### config.mk
export PLATFORM = sky130hd
export DESIGN_NAME = seg_display_controller
export DESIGN_NICKNAME = d
export VERILOG_FILES = /design/src/rtl/seg_chars_pkg.sv /design/src/rtl/seg_char_decoder.sv /design/src/rtl/seg_display_controller.sv
export SDC_FILE = /design/constraint.sdc
export NUM_CORES = 1
export LEC_CHECK = 0
export CAP_MARGIN = 40
export CORE_MARGIN = 2
export CORE_UTILIZATION = 65
export CTS_CLUSTER_DIAMETER = 80
export CTS_CLUSTER_SIZE = 25
export DETAILED_ROUTE_END_ITERATION = 16
export DONT_BUFFER_PORTS = 1
export PLACE_DENSITY_LB_ADDON = 0.05
export SETUP_SLACK_MARGIN = 0.02
export SLEW_MARGIN = 25
export SYNTH_ARGS = -nofsm -noshare
export SYNTH_HDL_FRONTEND = slang
export SYNTH_SLANG_ARGS = --single-unit
### constraint.sdc
create_clock -name clk -period 4.2 [get_ports clk]
set_input_delay 0.63 -clock clk [delete_from_list [all_inputs] [get_ports clk]]
set_output_delay 0.63 -clock clk [all_outputs]
set_load 0.01 [all_outputs]
### src/rtl/seg_chars_pkg.sv
// Shared character codes, character type and scan-state encoding for the
// seven-segment display path and the mode modules that feed it.
package seg_chars_pkg;

    typedef logic [4:0] char_t;

    localparam char_t C_BLANK  = 5'd31;
    localparam char_t C_HYPHEN = 5'd10;
    localparam char_t C_E      = 5'd11;
    localparam char_t C_r      = 5'd12;
    localparam char_t C_g      = 5'd9;
    localparam char_t C_o      = 5'd17;
    localparam char_t C_S      = 5'd5;
    localparam char_t C_b      = 5'd18;
    localparam char_t C_d      = 5'd19;
    localparam char_t C_1      = 5'd1;

    localparam int NUM_DIGITS = 4;

    localparam logic [6:0] SEG_OFF = 7'h7F;
    localparam logic [3:0] AN_OFF  = 4'hF;

    typedef enum logic {
        ST_DEAD  = 1'b0,
        ST_DRIVE = 1'b1
    } scan_state_t;

endpackage

### src/rtl/seg_char_decoder.sv
// Character code to active-low {g,f,e,d,c,b,a} cathode pattern.
// Unknown codes render as blank.
module seg_char_decoder
    import seg_chars_pkg::*;
(
    input  char_t      code,
    output logic [6:0] seg
);

    always_comb begin
        seg = SEG_OFF;
        case (code)
            5'd0:     seg = 7'h40;
            5'd1:     seg = 7'h79;
            5'd2:     seg = 7'h24;
            5'd3:     seg = 7'h30;
            5'd4:     seg = 7'h19;
            5'd5:     seg = 7'h12;
            5'd6:     seg = 7'h02;
            5'd7:     seg = 7'h78;
            5'd8:     seg = 7'h00;
            5'd9:     seg = 7'h10;
            C_HYPHEN: seg = 7'h3F;
            C_E:      seg = 7'h06;
            C_r:      seg = 7'h2F;
            C_o:      seg = 7'h23;
            C_b:      seg = 7'h03;
            C_d:      seg = 7'h21;
            default:  seg = SEG_OFF;
        endcase
    end

endmodule

### src/rtl/seg_display_controller.sv
// Four-digit common-anode multiplexer: latches a whole frame at slot 0,
// scans digits with anode dead-time at the start of every slot.
module seg_display_controller
    import seg_chars_pkg::*;
#(
    parameter int REFRESH_DIV = 100000,
    parameter int DEAD_CYCLES = 64
) (
    input  logic        clk,
    input  logic        reset_n,
    input  logic        enable,
    input  logic [19:0] seg_data,
    input  logic [3:0]  dp_in,
    output logic [6:0]  seg,
    output logic        dp,
    output logic [3:0]  an,
    output logic        frame_tick
);

    localparam int PW = (REFRESH_DIV > 2) ? $clog2(REFRESH_DIV) : 1;
    localparam logic [PW-1:0] PRESC_LAST = PW'(REFRESH_DIV - 1);
    localparam logic [PW-1:0] DEAD_LAST  = PW'(DEAD_CYCLES - 1);

    logic [PW-1:0] presc_reg;
    logic [1:0]    index_reg;
    scan_state_t   state_reg;
    char_t         frame_chars_reg [NUM_DIGITS];
    logic [3:0]    dp_frame_reg;

    logic [3:0]    an_reg, an_next;
    logic [6:0]    seg_reg, seg_next;
    logic          dp_reg, dp_next;
    logic          frame_tick_reg;

    char_t         in_chars [NUM_DIGITS];
    char_t         cur_char;
    logic [6:0]    cur_seg;
    logic          presc_wrap;
    logic          latch_now;

    genvar gi;
    generate
        for (gi = 0; gi < NUM_DIGITS; gi++) begin : g_unpack
            assign in_chars[gi] = seg_data[gi*5 +: 5];
        end
    endgenerate

    assign presc_wrap = (presc_reg == PRESC_LAST);
    assign latch_now  = (presc_reg == '0) && (index_reg == 2'd0);

    // Scan timing and dead/drive FSM share one register block.
    always_ff @(posedge clk or negedge reset_n) begin
        if (!reset_n) begin
            presc_reg <= '0;
            index_reg <= 2'd0;
            state_reg <= ST_DEAD;
        end else begin
            if (presc_wrap) begin
                presc_reg <= '0;
                index_reg <= index_reg + 2'd1;
            end else begin
                presc_reg <= presc_reg + 1'b1;
            end
            case (state_reg)
                ST_DEAD:  if (presc_reg == DEAD_LAST) state_reg <= ST_DRIVE;
                ST_DRIVE: if (presc_wrap)             state_reg <= ST_DEAD;
                default:  state_reg <= ST_DEAD;
            endcase
        end
    end

    // Whole-frame capture so a digit never shows a half-updated frame.
    always_ff @(posedge clk or negedge reset_n) begin
        if (!reset_n) begin
            for (int i = 0; i < NUM_DIGITS; i++) begin
                frame_chars_reg[i] <= C_BLANK;
            end
            dp_frame_reg <= 4'b0000;
        end else if (latch_now) begin
            for (int i = 0; i < NUM_DIGITS; i++) begin
                frame_chars_reg[i] <= in_chars[i];
            end
            dp_frame_reg <= dp_in;
        end
    end

    assign cur_char = frame_chars_reg[index_reg];

    seg_char_decoder u_decoder (
        .code (cur_char),
        .seg  (cur_seg)
    );

    always_comb begin
        an_next  = AN_OFF;
        seg_next = SEG_OFF;
        dp_next  = 1'b1;
        if (state_reg == ST_DRIVE && enable) begin
            an_next  = ~(4'b0001 << index_reg);
            seg_next = cur_seg;
            dp_next  = ~dp_frame_reg[index_reg];
        end
    end

    always_ff @(posedge clk or negedge reset_n) begin
        if (!reset_n) begin
            an_reg         <= AN_OFF;
            seg_reg        <= SEG_OFF;
            dp_reg         <= 1'b1;
            frame_tick_reg <= 1'b0;
        end else begin
            an_reg         <= an_next;
            seg_reg        <= seg_next;
            dp_reg         <= dp_next;
            frame_tick_reg <= latch_now;
        end
    end

    assign an         = an_reg;
    assign seg        = seg_reg;
    assign dp         = dp_reg;
    assign frame_tick = frame_tick_reg;

endmodule

---- Word-level counts from Yosys, hierarchy flattened ----
Memory sizes are Yosys's and may differ from the RTL's.
Cells that the tools add are included.
operators by class
  add/subtract/negate cells ............... 2
  $mul .................................... 0
  divide/modulo/power cells ............... 0
  order comparisons ....................... 2
  equality and inequality tests ........... 2
  shift operators ......................... 1
  muxes and demuxes ....................... 12
  bitwise gates (word level) .............. 4
  reductions and logical operators ........ 4
operator list
  kind                                                   number
  adder 17 x 1 -> 17 bit (second input constant)         1
  equality test 17 bit (second input constant)           1
  equality test 17 x 6 -> 1 bit (second input constant)  1
  logical NOT 17 bit                                     1
  2-to-1 mux 17 bit                                      1
  binary-select mux 5 bit (select 2 bit)                 1
  2-to-1 mux 5 bit                                       2
  2-to-1 mux 7 bit                                       1
  2-to-1 mux 1 bit                                       4
  2-to-1 mux 4 bit                                       1
  inverter 4 bit                                         1
  << shifter 1 x 2 -> 4 bit (first input constant)       1
  >= comparator 3 bit (second input constant)            1
  < comparator 2 x 3 -> 1 bit (second input constant)    1
  inverter 2 -> 3 bit                                    1
  adder 2 x 1 -> 2 bit (second input constant)           1
  binary-select mux 1 bit (select 2 bit)                 1
  logical AND 1 bit                                      2
  logical NOT 2 bit                                      1
  inverter 1 bit                                         2
  one-hot mux 1 bit (2 select lines)                     1
storage, ports and cells
  register bits after elaboration ......... 57
  bits in latches ......................... 0
  memory bits (writable) .................. 0
  memory bits (read-only) ................. 224
  input bits .............................. 27
  output and inout port bits .............. 13
  memories ................................ 1
memories
  memory            depth  bits a word  rd ports  clocked after memory_dff  wr ports  RTL line                RTL
  (name not given)  32     7            1         0                         0         seg_char_decoder.sv:12  case (code)

---- Logic depth before layout (Yosys ltp) ----
An unclocked memory read counts as a cell.
  depth in word-level cells ............... 6
  gate-level depth with buffers ........... 8
  mapped depth without buffers ............ 7

---- Modules after synthesis ----
A second synthesis with hierarchy kept.
unflattened totals
  cell total of the unflattened synthesis .. 233
  area total of the unflattened synthesis .. 2892.8 um^2
by module, submodules not included
  module                  instances  cells each  area an instance (um^2)  sequential area each (um^2)
  seg_display_controller  1          188         2541.2                   1466.4
  seg_char_decoder        1          45          351.6                    0.0

---- Worst setup path after synthesis ----
Ideal clock, no wire load.
  path type ............................... register -> register
  from .................................... reg index_reg[0]
  to ...................................... reg seg_reg[3], in the netlist seg[3]
  arrival ................................. 1971 ps
  data required time ...................... 4108 ps
  path slack .............................. 2137 ps
  stages on the path, launching flop included .. 8
  period minus slack after synthesis ...... 2063 ps
  path through ............................ dfrtp_1 > buf_2 > mux4_2 > inv_1 > ha_1 > or3_1 > a21oi_1 > o31ai_1
between the ends
  longest elaborated chain between the ends .. 6
RTL lines
  item                                                 RTL line                       RTL
  start: declaration                                   seg_display_controller.sv:25   logic [1:0] index_reg;
  start signal: assignment                             seg_display_controller.sv:60   index_reg <= index_reg + 2'd1;
  inverter 2 -> 3 bit (implied by the code)            seg_display_controller.sv:87   assign cur_char = frame_chars_reg[index_reg];
  binary-select mux 5 bit (select 2 bit)               seg_display_controller.sv:87
  2-to-1 mux 5 bit (implied by the code) (2 in a row)  seg_display_controller.sv:87
  memory (32 x 7 bit)                                  -
  2-to-1 mux 7 bit                                     seg_display_controller.sv:98   if (state_reg == ST_DRIVE && enable) begin
  net seg_next[3]                                      seg_display_controller.sv:31   logic [6:0] seg_reg, seg_next;
  end signal: assignment                               seg_display_controller.sv:113  seg_reg <= seg_next;
  end: declaration                                     seg_display_controller.sv:31
The timed path passes the listed nets, and every way through them passes these cells. The select of a mux whose other input is x is not followed.
A chain may end at the register's enable or synchronous reset.

---- Worst setup path after layout ----
  from .................................... reg presc_reg[11]
  to ...................................... reg dp_frame_reg[2]
between the ends
  longest elaborated chain between the ends .. 2
RTL lines
  item                      RTL line                      RTL
  start: declaration        seg_display_controller.sv:24  logic [PW-1:0] presc_reg;
  start signal: assignment  seg_display_controller.sv:62  presc_reg <= presc_reg + 1'b1;
  logical NOT 17 bit        seg_display_controller.sv:49  assign latch_now = (presc_reg == '0) && (index_reg == 2'd0);
  logical AND 1 bit         seg_display_controller.sv:49
  end signal: assignment    seg_display_controller.sv:83  dp_frame_reg <= dp_in;
  end: declaration          seg_display_controller.sv:28  logic [3:0] dp_frame_reg;
No other way between the ends.

==> results.md <==
- The flow ran to the end, and the final reports show no timing, DRC or antenna violations.
- The net count of the mapped netlist is 263.
- The share of total power dissipated in the clock network is 47.2%.
- The final standard cell count with taps included and fillers excluded is 286.
- The number of gates resized after CTS is 0.
- The area growth from synthesis to layout is 9.10%.
- Buffers added to address setup during post-CTS repair amount to 0.
- The number of vias per cell after detailed routing is 5.79.
- Net switching is 19.5% of the power.
- Across all hold checks on the routed design, the worst slack comes to 0.110 ns.
- The critical path data arrival time is 2.57 ns.
- The met2 wire length is 2290 µm.
- In this run the horizontal extent of the chip is 70.0 µm.
- The number of primary I/O pins is 40.
- The number of global-route vias before repair is 1712.
- The critical path class is reg -> reg.
- Of the available clock period, the critical path in the final layout requires between 50% and 60%.
- The global-route total usage across every layer is 23.0%.
- Once the floorplan was initialized, standard cells occupied 66.4% of the core.
- The number of nets at the end of the flow is 269.
- The clock net in this run drives a total of 57 sinks.
- Summed over all layers, the routed wires come to slightly below 5000 µm.
- The number of search-and-repair iterations in the first detailed-routing pass is 4.
- After clock tree synthesis, the clock-pin slew on the worst setup and hold paths is 0.07 ns.
- Setup violations remaining at the end of the flow were counted as 0.
- After routing, the total negative slack on setup checks comes to 0 ns.
- The y dimension of the die is 70.0 µm.
- For this block, wires on met1 add up to 2240 µm.
- The number of max-slew violations in the final report is 0.
- The fraction of the yosys area taken by sequential cells is 51.8%.
- The kind of launch point of the worst setup path is a register.
- The later-pin clock latency in the skew report is ~0.33 ns.
- Per report_power, the sequential group accounts for 48.5% of the total.
- The detail route stage leaves a number of antenna-violating nets equal to 0.
- The maximum ir drop on the vdd rail is 0.266 mV.
- The floorplan has 24 rows.
- The detailed router used layers up to and including met4.
- The final period demand of the worst path is 2.36 ns.
- Synthesis produced a netlist whose cell count is approximately 220.
- The total grt overflow is 0.
- For this run, the top clock speed supported by timing is about 420 MHz.
- The number of buffers added to fix hold violations after cts is 1.
- The count of different cell masters after synthesis is 41.
- The worst-margin pin slew is around 0.53 ns.
- The routed wire length on met3 is 329 µm.
- Setup repair after global routing left no endpoint under its margin.
- The hold violation count in the final report is 0.
- The first global-routing pass estimated 8550 µm of wire.
- Dividing total power by cell area gives a power density of 385 nW/µm².
- The area of the die is between 4000 and 5000 µm².
- The register with the most flip-flops in the layout has 20 of them.
- The portion of total power attributed to combinational logic is 4.3%.
- The DRC violation count after routing is 0.
- Max-cap violations in this run came to 0.
- The number of antenna diodes is 0.
- Internal power comes to 956 µW.
- The data required time at the worst endpoint is 4.41 ns.
- The library cell with the largest summed area after synthesis is sky130_fd_sc_hd__dfstp_2.
- The final routed wire length divided by cell count is approximately 17 µm.
- The cell area that synthesis handed to floorplanning was 2830 µm².
- Total power for the finished layout comes to 1.19 mW.
- The maximum buffer depth of the clock tree is 2.
- Counting flops and latches in the post-synthesis netlist gives 57.
- The area of the core is approximately 4300 µm².
- The wire-length estimate of the detail-placed layout is between 3000 and 4000 µm.
- The kind of capture point of the worst setup path is a register.
- The number of clock buffers added by TritonCTS is 9.
- The final weighted congestion in routability-driven placement is 0.779.
- The number of antenna violations at the first check in global routing came to 0.
- Once placement completed, the tool counted placed cells totaling 269.
- The biggest fanout along the worst timing path is 25.
- The detailed router placed ~1700 vias in this run.
- The worst pin sits at a relative slew slack of about 64%.
- For this design the total switching power over the nets is 232 µW.
- The DRC violation total after the first TritonRoute iteration is approximately 130.
- The quantity of I/O buffers inserted on ports is 0.
- The count of H-tree levels built during CTS is 3.
- The class of the worst hold path is in -> async.
- For this run, the number of Yosys warnings is 0.
- In the layout the commonest cells are 32 x sky130_fd_sc_hd__dfstp_2, 25 x sky130_fd_sc_hd__dfrtp_1, 23 x sky130_fd_sc_hd__nand2_1, 19 x sky130_fd_sc_hd__mux2_4, 17 x sky130_fd_sc_hd__nor2_1.
- After synthesis, the mean cell area works out to 12.7 µm².
- Entering global routing, the biggest net connects 34 pins.
- The clock arrives with 0.0122 ns of skew.
- The tree is rooted in a sky130_fd_sc_hd__clkbuf_8.
- The post-route netlist has 34.2% of its cells at a drive strength greater than 1.
- The leakage dissipation is 1.30 nW.
- Leaving out fill and tap cells, the most frequent cell in the layout is sky130_fd_sc_hd__dfstp_2.
- After synthesis, the cell types taking the most area are sky130_fd_sc_hd__dfstp_2 30%, sky130_fd_sc_hd__dfrtp_1 22%, sky130_fd_sc_hd__mux2_4 10%.
- The share of the synthesized area in the top cell type is 29.7%.
- TritonCTS built the clock tree.
-- per-layer routing --
layer / vias up / global-route usage, %
met1: 799 / 31.4
met5: - / 0
met2: 63 / 35.0
met3: 9 / 6.06
met4: 0 / 9.62
li1: 785 / -
-- power by group through the flow --
stage	clock network [mW]	logic, mW	registers, mW
after floorplan	0	0.0381	0.582
after global placement	0	0.0422	0.584
after detailed placement	0	0.0444	0.585
after CTS	0.568	0.0518	0.576
after global routing	0.593	0.0569	0.578
final	0.561	0.0515	0.576
-- cell usage after synthesis --
cell                        instances
sky130_fd_sc_hd__a21oi_1            2
sky130_fd_sc_hd__a22o_1             1
sky130_fd_sc_hd__a22oi_1            1
sky130_fd_sc_hd__a2bb2oi_1          1
sky130_fd_sc_hd__and2_1             1
sky130_fd_sc_hd__and3_1             2
sky130_fd_sc_hd__and3b_1            1
sky130_fd_sc_hd__and4_1             1
sky130_fd_sc_hd__buf_12             2
sky130_fd_sc_hd__buf_2              3
sky130_fd_sc_hd__clkbuf_1           2
sky130_fd_sc_hd__dfrtp_1           25
sky130_fd_sc_hd__dfstp_2           32
sky130_fd_sc_hd__ha_1              13
sky130_fd_sc_hd__inv_1             10
sky130_fd_sc_hd__mux2_2             5
sky130_fd_sc_hd__mux2_4            19
sky130_fd_sc_hd__mux2i_1            2
sky130_fd_sc_hd__mux4_2             6
sky130_fd_sc_hd__nand2_1           23
sky130_fd_sc_hd__nand3_1            9
sky130_fd_sc_hd__nand3b_1           1
sky130_fd_sc_hd__nand4_1            2
sky130_fd_sc_hd__nor2_1            17
sky130_fd_sc_hd__nor2_8             1
sky130_fd_sc_hd__nor2b_1            3
sky130_fd_sc_hd__nor3_1             1
sky130_fd_sc_hd__nor3b_1            1
sky130_fd_sc_hd__nor4_1             3
sky130_fd_sc_hd__nor4b_1            1
sky130_fd_sc_hd__o211ai_1           1
sky130_fd_sc_hd__o21a_1             1
sky130_fd_sc_hd__o21ai_0            7
sky130_fd_sc_hd__o21ai_1            1
sky130_fd_sc_hd__o311ai_0           1
sky130_fd_sc_hd__o31ai_1            1
sky130_fd_sc_hd__or3_1              2
sky130_fd_sc_hd__or3_4              1
sky130_fd_sc_hd__or4_1              2
sky130_fd_sc_hd__xnor2_1           10
sky130_fd_sc_hd__xor2_1             5
-- logic make-up after synthesis --
group           after synthesis  share of synthesized area, %
flops                        57                          51.8
simple gates                 72                          13.0
buf+inv                      17                          3.53
mux                          32                          17.5
fa+ha+maj                    13                          5.74
compound gates               17                          3.75
xor+xnor                     15                          4.64
-- area by class of cell --
type | count | area (µm²)
flip-flops and latches | 57 | 1470
multi-input cells | 149 | 1270
fillers | 291 | 1170
clock buffers | 15 | 198
well taps | 52 | 65.1
inverters | 10 | 37.5
clock inverters | 1 | 30.0
repair buffers | 2 | 27.5
-- critical path, cell delays in order (launching register included) --
cell and delay, ns:
sky130_fd_sc_hd__dfrtp_1 0.41, sky130_fd_sc_hd__nor4_1 0.41, sky130_fd_sc_hd__nand2_1 0.12, sky130_fd_sc_hd__or3_4 0.41, sky130_fd_sc_hd__nor2_8 0.46, sky130_fd_sc_hd__mux2_2 0.40
-- metrics by stage --
step | cell area [µm²] | util [%] | setup WS, ns
after global routing | 3090 | 72.5 | 1.70
final | 3090 | 72.5 | 1.84
after floorplan | 2830 | - | 2.14
after detailed placement | 2840 | 66.7 | 1.87
after CTS | 3090 | 72.5 | 1.86
after global placement | 2840 | 66.7 | 1.94
-- final timing paths --
check / startpoint / endpoint / slack [ns] / cells past startpoint
max reg2reg: presc_reg[11] / dp_frame_reg[2] / 1.84 / 5
min reg2reg: presc_reg[0] / presc_reg[0] / 0.50 / 1
min in group clk: seg_data[19] / frame_chars_reg[4] / 0.44 / 1
max in group asynchronous: reset_n / dp_frame_reg[1] / 3.93 / 1
max: presc_reg[11] / dp_frame_reg[2] / 1.84 / 5
min: reset_n / frame_tick / 0.11 / 1
Power figures use the tool's default switching activity.
